**src/rtl/pkt_mem_pkg.sv**
```systemverilog
// Shared constants and TX state encoding for the packet store read side.
package pkt_mem_pkg;

    localparam int unsigned MIN_PACKET_LENGTH = 64;
    localparam int unsigned MAX_PACKET_LENGTH = 1536;
    localparam int unsigned DEPTH_RAM         = 2 * MAX_PACKET_LENGTH;
    localparam int unsigned IFG_CYCLES        = 12;

    localparam logic [7:0]  PREAMBLE_BYTE = 8'h55;
    localparam logic [7:0]  SFD_BYTE      = 8'hD5;
    localparam int unsigned PREAMBLE_LEN  = 8;

    typedef enum logic [2:0] {
        StIdle,
        StPop,
        StLen,
        StSkip,
        StPre,
        StData,
        StIfg
    } tx_state_e;

endpackage

```
**src/rtl/pkt_rd_addr_gen.sv**
```systemverilog
// Modulo-depth RAM read pointer: single-step increment or one-cycle add of a length.
module pkt_rd_addr_gen #(
    parameter int unsigned pDEPTH_RAM  = 3072,
    parameter int unsigned pADDR_WIDTH = 12,
    parameter int unsigned pLEN_WIDTH  = 12
) (
    input  logic                   iclk,
    input  logic                   i_rst_n,
    input  logic                   i_inc,
    input  logic                   i_add,
    input  logic [pLEN_WIDTH-1:0]  i_len,
    output logic [pADDR_WIDTH-1:0] o_ptr
);

    localparam int unsigned SW = ((pADDR_WIDTH > pLEN_WIDTH) ? pADDR_WIDTH : pLEN_WIDTH) + 2;
    localparam logic [SW-1:0] DEPTH1 = SW'(pDEPTH_RAM);
    localparam logic [SW-1:0] DEPTH2 = SW'(2 * pDEPTH_RAM);
    localparam logic [pADDR_WIDTH-1:0] LAST_ADDR = pADDR_WIDTH'(pDEPTH_RAM - 1);

    logic [pADDR_WIDTH-1:0] ptr_q, ptr_d;
    logic [SW-1:0]          sum_raw, sum_mod;

    // Lengths are below 2*depth, so the raw sum stays under 3*depth.
    always_comb begin
        sum_raw = SW'(ptr_q) + SW'(i_len);
        if (sum_raw >= DEPTH2) begin
            sum_mod = sum_raw - DEPTH2;
        end else if (sum_raw >= DEPTH1) begin
            sum_mod = sum_raw - DEPTH1;
        end else begin
            sum_mod = sum_raw;
        end
    end

    always_comb begin
        ptr_d = ptr_q;
        if (i_add) begin
            ptr_d = pADDR_WIDTH'(sum_mod);
        end else if (i_inc) begin
            ptr_d = (ptr_q == LAST_ADDR) ? '0 : ptr_q + 1'b1;
        end
    end

    always_ff @(posedge iclk or negedge i_rst_n) begin
        if (!i_rst_n) begin
            ptr_q <= '0;
        end else begin
            ptr_q <= ptr_d;
        end
    end

    assign o_ptr = ptr_q;

endmodule

```
**src/rtl/packet_tx_reader.sv**
```systemverilog
// Drains one length word per packet and streams preamble, SFD and RAM bytes as an MII-style
// TX stream; bad lengths are skipped by advancing the read pointer.
module packet_tx_reader
    import pkt_mem_pkg::*;
#(
    parameter int unsigned pDATA_WIDTH        = 8,
    parameter int unsigned pMIN_PACKET_LENGHT = MIN_PACKET_LENGTH,
    parameter int unsigned pMAX_PACKET_LENGHT = MAX_PACKET_LENGTH,
    parameter int unsigned pLEN_WIDTH         = $clog2(pMAX_PACKET_LENGHT) + 1,
    parameter int unsigned pDEPTH_RAM         = 2 * pMAX_PACKET_LENGHT,
    parameter int unsigned pIFG               = IFG_CYCLES
) (
    input  logic                          iclk,
    input  logic                          i_rst_n,
    input  logic                          i_enable,
    input  logic                          i_fifo_empty,
    output logic                          o_fifo_rd,
    input  logic [pLEN_WIDTH-1:0]         i_fifo_len,
    output logic [$clog2(pDEPTH_RAM)-1:0] o_rd_addr,
    input  logic [pDATA_WIDTH-1:0]        i_rd_data,
    output logic                          o_tx_en,
    output logic [pDATA_WIDTH-1:0]        o_txd,
    output logic                          o_busy,
    output logic                          o_pkt_done,
    output logic                          o_len_err
);

    localparam int unsigned ADDR_WIDTH = $clog2(pDEPTH_RAM);
    // IDLE, POP and LEN add three silent cycles before the next preamble, so IFG holds for
    // the remainder to give exactly pIFG idle line cycles between back-to-back frames.
    localparam int unsigned IFG_HOLD = (pIFG > 4) ? pIFG - 3 : 1;
    localparam int unsigned IFG_CW   = (IFG_HOLD > 1) ? $clog2(IFG_HOLD) : 1;
    localparam logic [2:0]  PRE_LAST = 3'(PREAMBLE_LEN - 1);

    tx_state_e               state_q, state_d;
    logic [2:0]              pre_cnt_q, pre_cnt_d;
    logic [pLEN_WIDTH-1:0]   byte_cnt_q, byte_cnt_d;
    logic [pLEN_WIDTH-1:0]   r_len_q, r_len_d;
    logic [IFG_CW-1:0]       ifg_cnt_q, ifg_cnt_d;

    logic                    fifo_rd_q, fifo_rd_d;
    logic                    tx_en_q, tx_en_d;
    logic [pDATA_WIDTH-1:0]  txd_q, txd_d;
    logic                    busy_q;
    logic                    pkt_done_q, pkt_done_d;
    logic                    len_err_q, len_err_d;

    logic                    ptr_inc, ptr_add;
    logic                    len_ok;

    assign len_ok = (i_fifo_len >= pLEN_WIDTH'(pMIN_PACKET_LENGHT)) &&
                    (i_fifo_len <= pLEN_WIDTH'(pMAX_PACKET_LENGHT));

    // Outputs are registered from the current state, so they trail the state by one cycle.
    always_comb begin
        state_d    = state_q;
        pre_cnt_d  = pre_cnt_q;
        byte_cnt_d = byte_cnt_q;
        r_len_d    = r_len_q;
        ifg_cnt_d  = ifg_cnt_q;
        fifo_rd_d  = 1'b0;
        tx_en_d    = 1'b0;
        txd_d      = '0;
        pkt_done_d = 1'b0;
        len_err_d  = 1'b0;
        ptr_inc    = 1'b0;
        ptr_add    = 1'b0;

        unique case (state_q)
            StIdle: begin
                if (i_enable && !i_fifo_empty) begin
                    fifo_rd_d = 1'b1;
                    state_d   = StPop;
                end
            end
            StPop: begin
                state_d = StLen;
            end
            StLen: begin
                r_len_d = i_fifo_len;
                if (len_ok) begin
                    pre_cnt_d = '0;
                    state_d   = StPre;
                end else begin
                    len_err_d = 1'b1;
                    state_d   = StSkip;
                end
            end
            StSkip: begin
                ptr_add = 1'b1;
                state_d = StIdle;
            end
            StPre: begin
                tx_en_d   = 1'b1;
                txd_d     = (pre_cnt_q == PRE_LAST) ? pDATA_WIDTH'(SFD_BYTE)
                                                    : pDATA_WIDTH'(PREAMBLE_BYTE);
                pre_cnt_d = pre_cnt_q + 3'd1;
                // The first RAM address is already on o_rd_addr; step past it so the
                // first data byte lands right behind the SFD.
                if (pre_cnt_q == PRE_LAST) begin
                    ptr_inc    = 1'b1;
                    byte_cnt_d = r_len_q;
                    state_d    = StData;
                end
            end
            StData: begin
                tx_en_d = 1'b1;
                txd_d   = i_rd_data;
                if (byte_cnt_q == pLEN_WIDTH'(1)) begin
                    pkt_done_d = 1'b1;
                    ifg_cnt_d  = IFG_CW'(IFG_HOLD - 1);
                    state_d    = StIfg;
                end else begin
                    ptr_inc    = 1'b1;
                    byte_cnt_d = byte_cnt_q - 1'b1;
                end
            end
            StIfg: begin
                if (ifg_cnt_q == '0) begin
                    state_d = StIdle;
                end else begin
                    ifg_cnt_d = ifg_cnt_q - 1'b1;
                end
            end
            default: begin
                state_d = StIdle;
            end
        endcase
    end

    always_ff @(posedge iclk or negedge i_rst_n) begin
        if (!i_rst_n) begin
            state_q    <= StIdle;
            pre_cnt_q  <= '0;
            byte_cnt_q <= '0;
            r_len_q    <= '0;
            ifg_cnt_q  <= '0;
            fifo_rd_q  <= 1'b0;
            tx_en_q    <= 1'b0;
            txd_q      <= '0;
            busy_q     <= 1'b0;
            pkt_done_q <= 1'b0;
            len_err_q  <= 1'b0;
        end else begin
            state_q    <= state_d;
            pre_cnt_q  <= pre_cnt_d;
            byte_cnt_q <= byte_cnt_d;
            r_len_q    <= r_len_d;
            ifg_cnt_q  <= ifg_cnt_d;
            fifo_rd_q  <= fifo_rd_d;
            tx_en_q    <= tx_en_d;
            txd_q      <= txd_d;
            busy_q     <= (state_d != StIdle);
            pkt_done_q <= pkt_done_d;
            len_err_q  <= len_err_d;
        end
    end

    pkt_rd_addr_gen #(
        .pDEPTH_RAM  (pDEPTH_RAM),
        .pADDR_WIDTH (ADDR_WIDTH),
        .pLEN_WIDTH  (pLEN_WIDTH)
    ) u_rd_addr_gen (
        .iclk    (iclk),
        .i_rst_n (i_rst_n),
        .i_inc   (ptr_inc),
        .i_add   (ptr_add),
        .i_len   (r_len_q),
        .o_ptr   (o_rd_addr)
    );

    assign o_fifo_rd  = fifo_rd_q;
    assign o_tx_en    = tx_en_q;
    assign o_txd      = txd_q;
    assign o_busy     = busy_q;
    assign o_pkt_done = pkt_done_q;
    assign o_len_err  = len_err_q;

endmodule

```
**config.mk**
```make
export PLATFORM = sky130hd
export DESIGN_NAME = packet_tx_reader
export DESIGN_NICKNAME = d
export VERILOG_FILES = /design/src/rtl/pkt_mem_pkg.sv /design/src/rtl/pkt_rd_addr_gen.sv /design/src/rtl/packet_tx_reader.sv
export SDC_FILE = /design/constraint.sdc
export NUM_CORES = 1
export LEC_CHECK = 0
export CORE_ASPECT_RATIO = 0.75
export CORE_UTILIZATION = 45
export CTS_CLUSTER_DIAMETER = 100
export DETAILED_ROUTE_END_ITERATION = 12
export HOLD_SLACK_MARGIN = 0.03
export PLACE_DENSITY = 0.65
export SYNTH_ARGS = -nofsm -noshare
export SYNTH_HDL_FRONTEND = slang
export SYNTH_HIERARCHICAL = 1
export SYNTH_SLANG_ARGS = --single-unit
```
**constraint.sdc**
```tcl
create_clock -name iclk -period 7.12 [get_ports iclk]
set_input_delay 2.136 -clock iclk [delete_from_list [all_inputs] [get_ports iclk]]
set_output_delay 2.136 -clock iclk [all_outputs]
set_load 0.02 [all_outputs]
```
==> flow_summary.yaml <==
grt:
  use_met1: 0.3677
  grt_max_degree: 60
  grt_use_met3: 0.05102
  grt_busiest_layer: "met1"
  grt_pass1_vias: 3091
  antenna_found_initial: 0
  grtUsageMet2: 0.3074
  grt_pass1_wl_mm: 16.11
  gr-usage-all-layers: 0.2303
  gr-total-overflow: 0
timing:
  fin_skew_ns: 0.007008
  max_freq_ghz: 0.2598
  worst_pin_slew_ns: 0.9688
  fin_crit_sh: 0.5407
  finalSetupTns_ns: 0
  hold_viol: 0
  hold_slack_ns: 0.5170
  rsz0062_at_grt: "false"
  slew_violations: 0
  fin_crit_ns: 3.850
  finalSetupViolCount: 0
  slew_headroom: 0.3541
detailed_routing:
  routedWlPerCell_um: 17.36
  drtAntennaViolNets: 0
  viasPerCell: 5.885
  drt_pass1_iterations: 5
  wirelength_mm: 9.946
  vias: 3372
  drc: 0
  drt-initial-drc-count: 283
clock_network:
  clock_sinks: 59
  postCtsHoldBufs: 0
  path_clk_slew_ns: 0.05
  clock_path_buffers: 2
  htreeDepth: 3
  clock_latency_ns: 0.33
  numCtsBuffers: 9
  cts_setup_buffers: 0
  cts_resized: 0
  root_buffer: "clkbuf_16"
  cts_tree: "yes"
yosys:
  ys_ff_latch: 59
  netlist_area_um2: 3925
  synth_area_per_cell_um2: 9.345
  yosysSeqAreaShare: 0.3762
  yosysTopAreaCell: "dfrtp_1"
  synthTopCellsByArea: "dfrtp_1, ha_1, mux2_2"
  yosysMostFrequentCell: "dfrtp_1"
  synthTopCellsByCount: "dfrtp_1, nor2_1, a21oi_1, inv_1, nand2_1"
  synth.top_cell.area_share: 0.3762
  synth_nets: 464
  synthDistinctLibCells: 69
  syn_inst: 420
  synth_edf_count: 0
  yosysWarnings: 6
  synthArstFlopShare: 1.000
  synth_top_flop_cell: "dfrtp_1"
floorplan:
  core_area_um2: 8454
  initial_core_util: 0.4643
  rows: 29
  ios: 49
  chipWidth_um: 109.8
  fp.dieH_um: 82.88
  die-area_um2: 9104
run:
  maxCapViolCount: 0
placement:
  routabilityCongestion: 0.8644
  io_buffers: 48
  place_inst: 559
  hpwl_mm: 7.144
pwr:
  finalPower_w: 0.002509
  p_leak_nw: 1.926
  peakVddDrop_mv: 0.2483
  power_density_nw_per_um2: 532.1
critical_path:
  cp_cell_sequence: "ha_1 > inv_1 > fa_1 > nor2b_1 > o2111ai_1 > a31oi_2 > a31o_2 > xor2_2 > ha_1 > nand3b_1 > nor4_1 > o2111a_2 > nor3b_1 > o31ai_1 > a31oi_1"
  cp_slowest_cell: "dfrtp_1"
  slowest_delay_ns: 0.42
  crit_buf_inv: 1
  crit_family: "compound AO/OA/AOI/OAI gates"
  cp-end-kind: "register"
  path_class: "register to register"
  start_kind: "register"
  cp.required_ns: 7.28
  critical_path.most_common_cell: "ha_1"
  worst-endpoint-arrival_ns: 4.01
  crit_path_max_fanout: 6
run_status:
  status: "finished, final reports clean"
finish:
  area_growth_syn_to_layout_pct: 20.11
  drive_above_1_share: 0.1032
  fillers: 787
  fin_nets: 506
  instances_no_fill: 573
  n_antenna_cell: 0
min_path:
  hold_class: "register to register"
[flip-flops by register name, summed over array words and instances, names as in the netlist, 3 cells and up]
name	count
o_txd	8
r_len_q	12
u_rd_addr_gen/o_ptr	12
state_q	3
pre_cnt_q	3
byte_cnt_q	12
ifg_cnt_q	4
[kinds of logic after synthesis]
kind of cell / after synthesis / share of synthesized area
xor gates and xnor gates: 13 / 0.03092
and+or+nand+nor: 144 / 0.2037
DFF: 59 / 0.3762
muxes: 18 / 0.05100
buffers and inverters: 44 / 0.05228
AOI/OAI and AO/OA: 122 / 0.2203
adders and majority gates: 20 / 0.06567
[cell usage in the layout (no fill, tap or decap), types with 9 or more instances in the layout]
| master | n |
|---|---|
| inv_1 | 23 |
| ha_1 | 19 |
| clkbuf_16 | 9 |
| o31ai_1 | 11 |
| dfrtp_1 | 59 |
| o21ai_0 | 19 |
| mux2_2 | 12 |
| clkdlybuf4s50_1 | 47 |
| nor3_1 | 16 |
| nor2_1 | 30 |
| nand2_1 | 22 |
| a21oi_1 | 24 |
| nand3_1 | 13 |
[per-layer routing]
layer	share of wire	routed length (um)	vias to the layer above
li1	-	-	1657
met1	0.53	5287	1606
met4	0.012	121	0
met5	0	0	-
met2	0.41	4033	98
met3	0.051	503	11
[power breakdown]
group	switching [W]	leakage (nW)	internal, W
logic	0.000796	1.07	0.000635
registers	0.000198	0.729	0.000479
clock network	0.000150	0.131	0.000250
total	0.00114	1.93	0.00136
[cell type report]
| type | count | area (um^2) | share of cell area |
|---|---|---|---|
| clock buffers | 12 | 256.5 | 0.05441 |
| clock inverters | 2 | 12.51 | 0.002654 |
| inverters | 24 | 92.59 | 0.01964 |
| multi-input cells | 317 | 2243 | 0.4758 |
| flip-flops and latches | 59 | 1476 | 0.3132 |
| well taps | 108 | 135.1 | 0.02866 |
| repair buffers | 51 | 498.0 | 0.1056 |
[through the flow]
| stage | worst slack, ns | area [um^2] | utilization |
|---|---|---|---|
| after floorplan | 3.762 | 3925 | - |
| after global placement | 3.289 | 4446 | 0.5258 |
| after detailed placement | 3.284 | 4446 | 0.5258 |
| after CTS | 3.310 | 4715 | 0.5576 |
| after global routing | 2.904 | 4715 | 0.5576 |
| final | 3.270 | 4715 | 0.5576 |
[final timing paths]
path | startpoint | slack (ns) | depth (start not counted) | end
min in group asynchronous | i_rst_n | 1.95 | 2 | o_txd[2]$_DFF_PN0_
max | u_rd_addr_gen/o_ptr[0]$_DFFE_PN0P_ | 3.27 | 15 | u_rd_addr_gen/o_ptr[10]$_DFFE_PN0P_
min | pre_cnt_q[1]$_DFFE_PN0P_ | 0.52 | 1 | pre_cnt_q[1]$_DFFE_PN0P_
min reg2reg | pre_cnt_q[1]$_DFFE_PN0P_ | 0.52 | 1 | pre_cnt_q[1]$_DFFE_PN0P_
max in group asynchronous | i_rst_n | 4.63 | 2 | u_rd_addr_gen/o_ptr[11]$_DFFE_PN0P_
max reg2reg | u_rd_addr_gen/o_ptr[0]$_DFFE_PN0P_ | 3.27 | 15 | u_rd_addr_gen/o_ptr[10]$_DFFE_PN0P_
(Power assumes the default switching activity.)
